<file path="src/rtl/histo_pkg.sv">
// Shared definitions for the histogram block: FSM state encoding and uio pin positions.
// Imported by the top and the bin bank so both agree on pin mapping.
package histo_pkg;

   typedef enum logic {
      ST_IDLE  = 1'b0,
      ST_CLEAR = 1'b1
   } state_e;

   // uio_in bit positions
   localparam int UIO_SMP_VLD = 0;
   localparam int UIO_CLR     = 1;
   localparam int UIO_RD_REQ  = 2;
   localparam int UIO_RIDX_LO = 3;
   localparam int UIO_RIDX_HI = 5;

   // uio_out bit positions
   localparam int UIO_OVF     = 6;
   localparam int UIO_BUSY    = 7;

   localparam logic [7:0] UIO_OE_VAL = 8'b1100_0000;

endpackage

</file>
<file path="src/rtl/histo_bank.sv">
// Bin storage with saturating increment, sticky overflow and a one-bin-per-cycle clear sweep.
// Updates land on the clock edge that samples inc_i/sweep_i; reads are combinational from stored bins.
module histo_bank
   import histo_pkg::*;
#(
   parameter  int NUM_BINS = 8,
   parameter  int CNT_W    = 8,
   localparam int BIN_W    = (NUM_BINS > 1) ? $clog2(NUM_BINS) : 1
) (
   input  logic             clk,
   input  logic             rst_n,
   input  logic             inc_i,
   input  logic [BIN_W-1:0] inc_idx_i,
   input  logic             sweep_i,
   input  logic [2:0]       rd_idx_i,
   output logic             sweep_last_o,
   output logic [CNT_W-1:0] rd_val_o,
   output logic             ovf_o
);

   localparam logic [CNT_W-1:0] CNT_MAX  = '1;
   localparam logic [BIN_W-1:0] LAST_IDX = BIN_W'(NUM_BINS - 1);

   logic [CNT_W-1:0] bin_q [NUM_BINS];
   logic [CNT_W-1:0] bin_d [NUM_BINS];
   logic [BIN_W-1:0] sweep_q, sweep_d;
   logic             ovf_q, ovf_d;

   assign sweep_last_o = (sweep_q == LAST_IDX);
   assign ovf_o        = ovf_q;
   assign rd_val_o     = (int'(rd_idx_i) < NUM_BINS) ? bin_q[rd_idx_i[BIN_W-1:0]] : '0;

   always_comb begin
      bin_d   = bin_q;
      sweep_d = sweep_q;
      ovf_d   = ovf_q;
      if (sweep_i) begin
         // Sweep pointer wraps to 0 after the last bin, ready for the next clear.
         bin_d[sweep_q] = '0;
         sweep_d        = sweep_q + 1'b1;
         if (sweep_last_o) begin
            ovf_d = 1'b0;
         end
      end else if (inc_i) begin
         if (bin_q[inc_idx_i] == CNT_MAX) begin
            ovf_d = 1'b1;
         end else begin
            bin_d[inc_idx_i] = bin_q[inc_idx_i] + 1'b1;
         end
      end
   end

   always_ff @(posedge clk or negedge rst_n) begin
      if (!rst_n) begin
         for (int i = 0; i < NUM_BINS; i++) begin
            bin_q[i] <= '0;
         end
         sweep_q <= '0;
         ovf_q   <= 1'b0;
      end else begin
         bin_q   <= bin_d;
         sweep_q <= sweep_d;
         ovf_q   <= ovf_d;
      end
   end

endmodule

</file>
<file path="src/rtl/tt_um_histogram.sv">
// Histogram top: sample edge detect, IDLE/CLEAR control and pin mapping around histo_bank.
// Bin updates one cycle after a sample edge; uo_out loads the requested bin one cycle after read_req.
module tt_um_histogram
   import histo_pkg::*;
#(
   parameter int NUM_BINS = 8,
   parameter int CNT_W    = 8
) (
   input  logic       clk,
   input  logic       rst_n,
   input  logic       ena,
   input  logic [7:0] ui_in,
   input  logic [7:0] uio_in,
   output logic [7:0] uo_out,
   output logic [7:0] uio_out,
   output logic [7:0] uio_oe
);

   localparam int BIN_W = (NUM_BINS > 1) ? $clog2(NUM_BINS) : 1;

   state_e           state_q, state_d;
   logic             smp_q;
   logic             smp_edge;
   logic             inc;
   logic             sweep;
   logic             sweep_last;
   logic             ovf;
   logic [CNT_W-1:0] rd_val;
   logic [7:0]       rd_val8;
   logic [7:0]       uo_q, uo_d;
   logic             unused_ok;

   assign smp_edge = uio_in[UIO_SMP_VLD] & ~smp_q;

   // A clear in IDLE wins over a coincident sample edge, which is dropped.
   always_comb begin
      state_d = state_q;
      inc     = 1'b0;
      sweep   = 1'b0;
      case (state_q)
         ST_IDLE: begin
            if (uio_in[UIO_CLR]) begin
               state_d = ST_CLEAR;
            end else begin
               inc = smp_edge;
            end
         end
         ST_CLEAR: begin
            sweep = 1'b1;
            if (sweep_last) begin
               state_d = ST_IDLE;
            end
         end
         default: state_d = ST_IDLE;
      endcase
   end

   assign uo_d = uio_in[UIO_RD_REQ] ? rd_val8 : uo_q;

   always_ff @(posedge clk or negedge rst_n) begin
      if (!rst_n) begin
         state_q <= ST_IDLE;
         smp_q   <= 1'b0;
         uo_q    <= '0;
      end else begin
         state_q <= state_d;
         smp_q   <= uio_in[UIO_SMP_VLD];
         uo_q    <= uo_d;
      end
   end

   histo_bank #(
      .NUM_BINS (NUM_BINS),
      .CNT_W    (CNT_W)
   ) u_bank (
      .clk          (clk),
      .rst_n        (rst_n),
      .inc_i        (inc),
      .inc_idx_i    (ui_in[7 -: BIN_W]),
      .sweep_i      (sweep),
      .rd_idx_i     (uio_in[UIO_RIDX_HI:UIO_RIDX_LO]),
      .sweep_last_o (sweep_last),
      .rd_val_o     (rd_val),
      .ovf_o        (ovf)
   );

   generate
      if (CNT_W >= 8) begin : g_trunc
         assign rd_val8 = rd_val[7:0];
      end else begin : g_ext
         assign rd_val8 = {{(8 - CNT_W){1'b0}}, rd_val};
      end
   endgenerate

   always_comb begin
      uio_out           = '0;
      uio_out[UIO_BUSY] = (state_q == ST_CLEAR);
      uio_out[UIO_OVF]  = ovf;
   end

   assign uo_out    = uo_q;
   assign uio_oe    = UIO_OE_VAL;
   assign unused_ok = &{1'b0, ena, ui_in, uio_in[7:6]};

endmodule

</file>
<file path="config.mk">
export PLATFORM = sky130hd
export DESIGN_NAME = tt_um_histogram
export DESIGN_NICKNAME = d
export VERILOG_FILES = /design/src/rtl/histo_pkg.sv /design/src/rtl/histo_bank.sv /design/src/rtl/tt_um_histogram.sv
export SDC_FILE = /design/constraint.sdc
export NUM_CORES = 1
export LEC_CHECK = 0
export ABC_AREA = 1
export ABC_CLOCK_PERIOD_IN_PS = 4900
export CAP_MARGIN = 20
export CORE_MARGIN = 2
export CORE_UTILIZATION = 46
export CTS_BUF_LIST = sky130_fd_sc_hd__clkbuf_4 sky130_fd_sc_hd__clkbuf_8
export CTS_CLUSTER_DIAMETER = 50
export DETAILED_ROUTE_END_ITERATION = 8
export PLACE_DENSITY = 0.65
export SLEW_MARGIN = 40
export SYNTH_ARGS = -nofsm -noshare
export SYNTH_HDL_FRONTEND = slang
export SYNTH_HIERARCHICAL = 1
export SYNTH_SLANG_ARGS = --single-unit
</file>
<file path="constraint.sdc">
create_clock -name clk -period 4.9 [get_ports clk]
set_clock_uncertainty 0.2 [all_clocks]
set_input_delay 0.735 -clock clk [delete_from_list [all_inputs] [get_ports clk]]
set_output_delay 0.735 -clock clk [all_outputs]
set_load 0.05 [all_outputs]
</file>
# After elaboration in Yosys (flattened, before gate mapping)

Index checks and enable logic that the tools add are counted.

$add $sub $neg: 2
Mux-type cells: 24
Eq/ne operators: 4
Reductions and logical operators: 6
Order comparisons: 5
Bitwise logic cells: 8

Operators with widths:

| kind                                                                 | count |
|---|---|
| 64-bit 2-to-1 mux                                                    | 3 |
| 64-bit AND                                                           | 1 |
| 64-bit bitwise mux                                                   | 1 |
| 64-bit NOT                                                           | 1 |
| 8-bit binary-select mux with 3-bit select                            | 2 |
| 8-bit demux with 3-bit select                                        | 2 |
| 8-bit 2-to-1 mux                                                     | 6 |
| 4-bit >= comparator, second input constant                           | 3 |
| 3-bit NOT with 4-bit output                                          | 3 |
| 1-bit 2-to-1 mux                                                     | 9 |
| 8-bit by 1-bit adder with 8-bit output, second input constant        | 1 |
| 8-bit == test, second input constant                                 | 1 |
| 4-bit by 1-bit < comparator with 1-bit output, second input constant | 2 |
| 2-bit nonzero test                                                   | 2 |
| 3-bit by 1-bit adder with 3-bit output, second input constant        | 1 |
| 3-bit == test, second input constant                                 | 1 |
| 3-bit AND reduction                                                  | 1 |
| 1-bit logical AND                                                    | 2 |
| 2-bit by 1-bit != test with 1-bit output, second input constant      | 1 |
| 2-bit != test, second input constant                                 | 1 |
| 1-bit NOT                                                            | 2 |
| 1-bit case mux with 2 select lines                                   | 1 |
| 2-bit AND reduction                                                  | 1 |
| 1-bit AND                                                            | 1 |

Bits of input ports: 19
Register bits after elaboration: 78
Output and inout port bits: 24
Logic and storage cells: 62

# Logic depth before layout (Yosys ltp)

Depth in word-level cells: 9
Depth in mapped cells: 21

# Modules after synthesis

Netlist, hierarchy kept.

Modules (own cells, without submodules):

| module          | area an instance (sq um) | cells an instance | instances |
|---|---|---|---|
| histo_bank      | 5154.9                   | 835               | 1 |
| tt_um_histogram | 526.8                    | 63                | 1 |

# Worst setup path before layout

OpenSTA, ideal clock, no wires.

Path type: in2reg
From: input port ui_in[5]
To: register u_bank/bin_q[27] (netlist name)
Path slack: 2099 ps
Setup time: 117 ps
Required time: 4583 ps
Path buffers: 4
Data arrival time: 2485 ps
Cell stages on the path: 19
Path through: buf_6 buf_6 buf_4 nand2_1 nand2_1 nand2_1 nand2_1 nand2_1 nand2_1 buf_4 ha_1 nand2_2 nor2_4 nand3_4 nand2_8 inv_6 nand2_2 nand2_1 nand2_1

Cells in the longest elaborated chain, start to end: 9

RTL lines:

| what                                                                                           | RTL line                           | source |
|---|---|---|
| start, declared                                                                                | tt_um_histogram.sv:12              | `input logic [7:0] ui_in,` |
| 3-bit NOT with 4-bit output (implied by the code) (*)                                          | histo_bank.sv:45, histo_bank.sv:48 |  |
| 8-bit binary-select mux with 3-bit select, or another cell as far along                        | histo_bank.sv:45, histo_bank.sv:48 |  |
| 8-bit 2-to-1 mux (implied by the code) / 1-bit logical AND (equally long branches)             | histo_bank.sv:45, histo_bank.sv:48 |  |
| 8-bit 2-to-1 mux, on equally long branches                                                     | histo_bank.sv:45, histo_bank.sv:48 |  |
| 8-bit by 1-bit adder with 8-bit output / 8-bit demux with 3-bit select (equally long branches) | histo_bank.sv:48                   | `bin_d[inc_idx_i] = bin_q[inc_idx_i] + 1'b1;` |
| 64-bit bitwise mux                                                                             | histo_bank.sv:48                   |  |
| 64-bit 2-to-1 mux                                                                              | histo_bank.sv:45                   | `if (bin_q[inc_idx_i] == CNT_MAX) begin` |
| 64-bit 2-to-1 mux                                                                              | histo_bank.sv:44                   | `end else if (inc_i) begin` |
| 64-bit 2-to-1 mux                                                                              | histo_bank.sv:37                   | `if (sweep_i) begin` |
| end signal, assigned                                                                           | histo_bank.sv:61                   | `bin_q <= bin_d;` |
| end, declared                                                                                  | histo_bank.sv:24                   | `logic [CNT_W-1:0] bin_q [NUM_BINS];` |

Every way passes the cells marked *; elsewhere a longest branch is shown, timed or not. The select of a mux whose other input is x is not followed.
A chain may end at the register's enable or synchronous reset.

# Worst setup path in the final report

From: input port ui_in[5]
To: register u_bank/bin_q[60] (netlist name)

Same word-level chain as after synthesis.

==> summary.txt <==
Synth
  – Post-synth top area share: 34.4%
  – Yosys top cell by area: dfrtp_1
  – Main combinational cell family by area after synthesis: simple AND/OR/NAND/NOR gates
  – Number of synthesized flops with an enable pin: 0
  – Mapped cell area: 5680 µm²
  – Yosys cell types: 33
  – Adder-Cell Fraction of Synth Area: 0.661%
  – Top cells by area, synth: dfrtp_1, nand2_1, inv_1
  – Post-Synthesis Cells: 898
  – Post-synthesis mux area share: 0%
  – Synth Area per Inst: 6.33 µm²
  – Post-synth top cells: nand2_1, inv_1, dfrtp_1, o21ai_0, nor2_1
  – Sequential-to-total area share from yosys stat: 34.4%
  – Synth Area in XOR/XNOR: 0.154%
  – Yosys Warn Count: 6
  – Compound-cell area share of the yosys netlist: 12.3%
  – Flops & latches, synth: 78
  – Asr flop ratio synth: 100%
  – Post-synth top flop: dfrtp_1
  – Synth Area in Simple Gates: 39.6%
  – Count leader, synth: nand2_1

Finish
  – Share of cells above drive strength 1: 6.49%
  – Nets: 926
  – Area grow syn2layout: 6.83%
  – ANT cells: 0
  – Final Cell Area: 6070 µm²
  – Non-Filler Instances: 1,056

Die
  – Starting Density: 47.3%
  – FP Rows: 40
  – Die Ht: 115 µm
  – Die X: 115 µm
  – Core region area: 12,000 µm²
  – Die area: 13,300 µm²
  – Ports: 43

Critical path
  – Critical Path RT: 5.02 ns
  – Crit. Startpoint: ui_in[5]
  – CP max stage delay: 0.52 ns
  – Delay-heaviest family, CP: simple AND/OR/NAND/NOR gates
  – Crit. path cell count: 18
  – Flop-to-flop setup slack: 1.90 ns
  – Cells on worst reg2reg path: 9
  – CP endpoint: u_bank/bin_q[60]$_DFFE_PN0P_
  – WP buf/inv: 4
  – Critical path class: input pin to register
  – CP Launch Type: input pin
  – Critical path arrival: 3.72 ns
  – Critical path peak fanout: 42
  – Slowest cell on the critical path: clkdlybuf4s50_1
  – Worst-path cell chain: clkdlybuf4s50_1 -> buf_4 -> nand2_1 -> nand2_1 -> nand2_1 -> nand2_1 -> nand2_1 -> nand2_1 -> buf_4 -> ha_1 -> inv_1 -> nor2_1 -> nand2_1 -> nand2_1 -> nand2_1 -> o21ai_0 -> nand2_1 -> nand2_1
  – Reg2reg end: u_bank/bin_q[53]$_DFFE_PN0P_
  – Worst R2R Start: state_q$_DFF_PN0_
  – Critical path's most frequent cell: nand2_1
  – CP Capture Type: register

Clock tree
  – Clock root buffer: clkbuf_8
  – CTS tree: built
  – Post-CTS setup buffers: 0
  – CTS H-tree lvls: 3
  – Post-CTS sizing: 0
  – CTS hold repair buffers: 0
  – CTS Buf Count: 9
  – Insertion delay to the later sink of the worst-skew pair: 0.38 ns
  – Clock Sinks: 78
  – Worst-case clock buffer depth: 2
  – CTS clk-pin slew, worst paths: 0.08 ns

STA
  – Final Hold Vio Count: 0
  – Worst-Margin Slew: 0.746 ns
  – RSZ-0062 raised after global routing: false
  – Final setup violating endpoints: 0
  – Slew headroom: 50.3%
  – Period utilization: 73.5%
  – Final Max Tran Viols: 0
  – Fmax: 278 MHz
  – Final WS setup: 1.30 ns
  – Final min period: 3.60 ns
  – Fin Setup TNS: 0 ns

Route
  – Wire per inst: 16.4 µm
  – Residual DRC: 0
  – Initial DRC Count: 607
  – Final ANT Viol Nets: 0
  – Via/cell ratio: 5.33
  – First-pass iteration count of the detailed router: 5
  – Final wirelength: 17,300 µm
  – Total number of vias: 5,624

Global routing
  – Largest net degree at the start of global routing: 79
  – Overall Global Routing Usage: 27.8%
  – Total grt overflow: 0
  – Initial antenna violation count: 0
  – First-pass GRT wire length: 27,500 µm
  – Vias in the first global route: 5,050

Placed design
  – Count of input and output buffers: 20
  – Dpl ws: 1.01 ns
  – DP Cell Count: 1,040
  – Area post-placement: 5870 µm²
  – Detailed placement HPWL: 12,000 µm
  – Final Wtd Congestion: 0.912

Power
  – P_leak: 3.20 nW
  – Peak supply drop: 198 µV
  – Pwr dens: 393 nW/µm²

Worst hold path
  – Hold crit path type: input pin to asynchronous set/reset pin

Job
  – Max_cap viols: 0

Run status
  – Status: finished, final reports clean
[sequential cells by signal, indices dropped and copies added (netlist names)]
register and flops:
u_bank/sweep_q 3, u_bank/bin_q 64, u_bank/ovf_o 1, smp_q 1
state_q 1, uo_out 8
[metrics by stage]
| stage | power (mW) | util, % | hold WS [ns] |
|---|---|---|---|
| 5_1_grt | 2.54 | 50.5 | 0.246 |
| 6_report | 2.39 | 50.5 | 0.178 |
| 4_1_cts | 2.38 | 50.5 | 0.226 |
| 2_1_floorplan | 1.58 | - | 0.239 |
| 3_3_place_gp | 1.88 | 48.9 | 0.255 |
| 3_5_place_dp | 1.89 | 48.9 | 0.259 |
[placed cells by master (no fill, tap or decap), drive strengths merged]
cell,n
a221oi,2
nand2,418
a31oi,8
o32ai,16
xor2,1
dfrtp,78
inv,111
o21bai,1
buf,8
ha,3
clkdlybuf4s50,19
clkinvlp,2
o21ai,65
conb,14
nand3,25
clkinv,1
nor2,70
clkbuf,15
nor3,8
a21oi,20
nand4,15
o22ai,9
[report_power, final]
group | switching [mW] | leakage (nW) | internal [mW] | total (mW)
registers | 0.0893 | 1.06 | 0.722 | 0.811
logic | 0.814 | 2.04 | 0.277 | 1.09
clock network | 0.247 | 0.0958 | 0.237 | 0.484
[layer usage]
metal	GRT usage, %	up-vias	part of all wire [%]
met3	5.06	24	8.3
met1	40.1	2569	46
li1	-	2797	-
met5	0	-	0
met2	40.9	234	44
met4	11.6	0	2.4
[logic make-up (layout without fill, tap and decap cells)]
family,after synthesis,after routing
compound gates,121,121
xor+xnor,1,1
fa+ha+maj,3,3
buf+inv,157,156
flops,78,78
other cells,2,14
simple gates,536,536
[layout make-up]
type	count	area (µm²)
timing repair buffer	28	264
clock buffer	14	180
clock inverter	2	15.0
inverter	112	428
tap	147	184
sequential	78	1950
multi-input combinational	675	3050
fill	1277	5940
[worst min-delay path by stage]
stage / start / endpoint / slack (ns) / cells after the start
floorplan: rst_n / smp_q$_DFF_PN0_ / 0.24 / 0
global placement: u_bank/bin_q[2]$_DFFE_PN0P_ / u_bank/bin_q[2]$_DFFE_PN0P_ / 0.26 / 2
detailed placement: u_bank/bin_q[30]$_DFFE_PN0P_ / u_bank/bin_q[30]$_DFFE_PN0P_ / 0.26 / 2
CTS: rst_n / u_bank/bin_q[9]$_DFFE_PN0P_ / 0.23 / 1
global route: rst_n / u_bank/bin_q[9]$_DFFE_PN0P_ / 0.25 / 1
finish: rst_n / u_bank/bin_q[9]$_DFFE_PN0P_ / 0.18 / 1
Power figures use the tool's default switching activity.
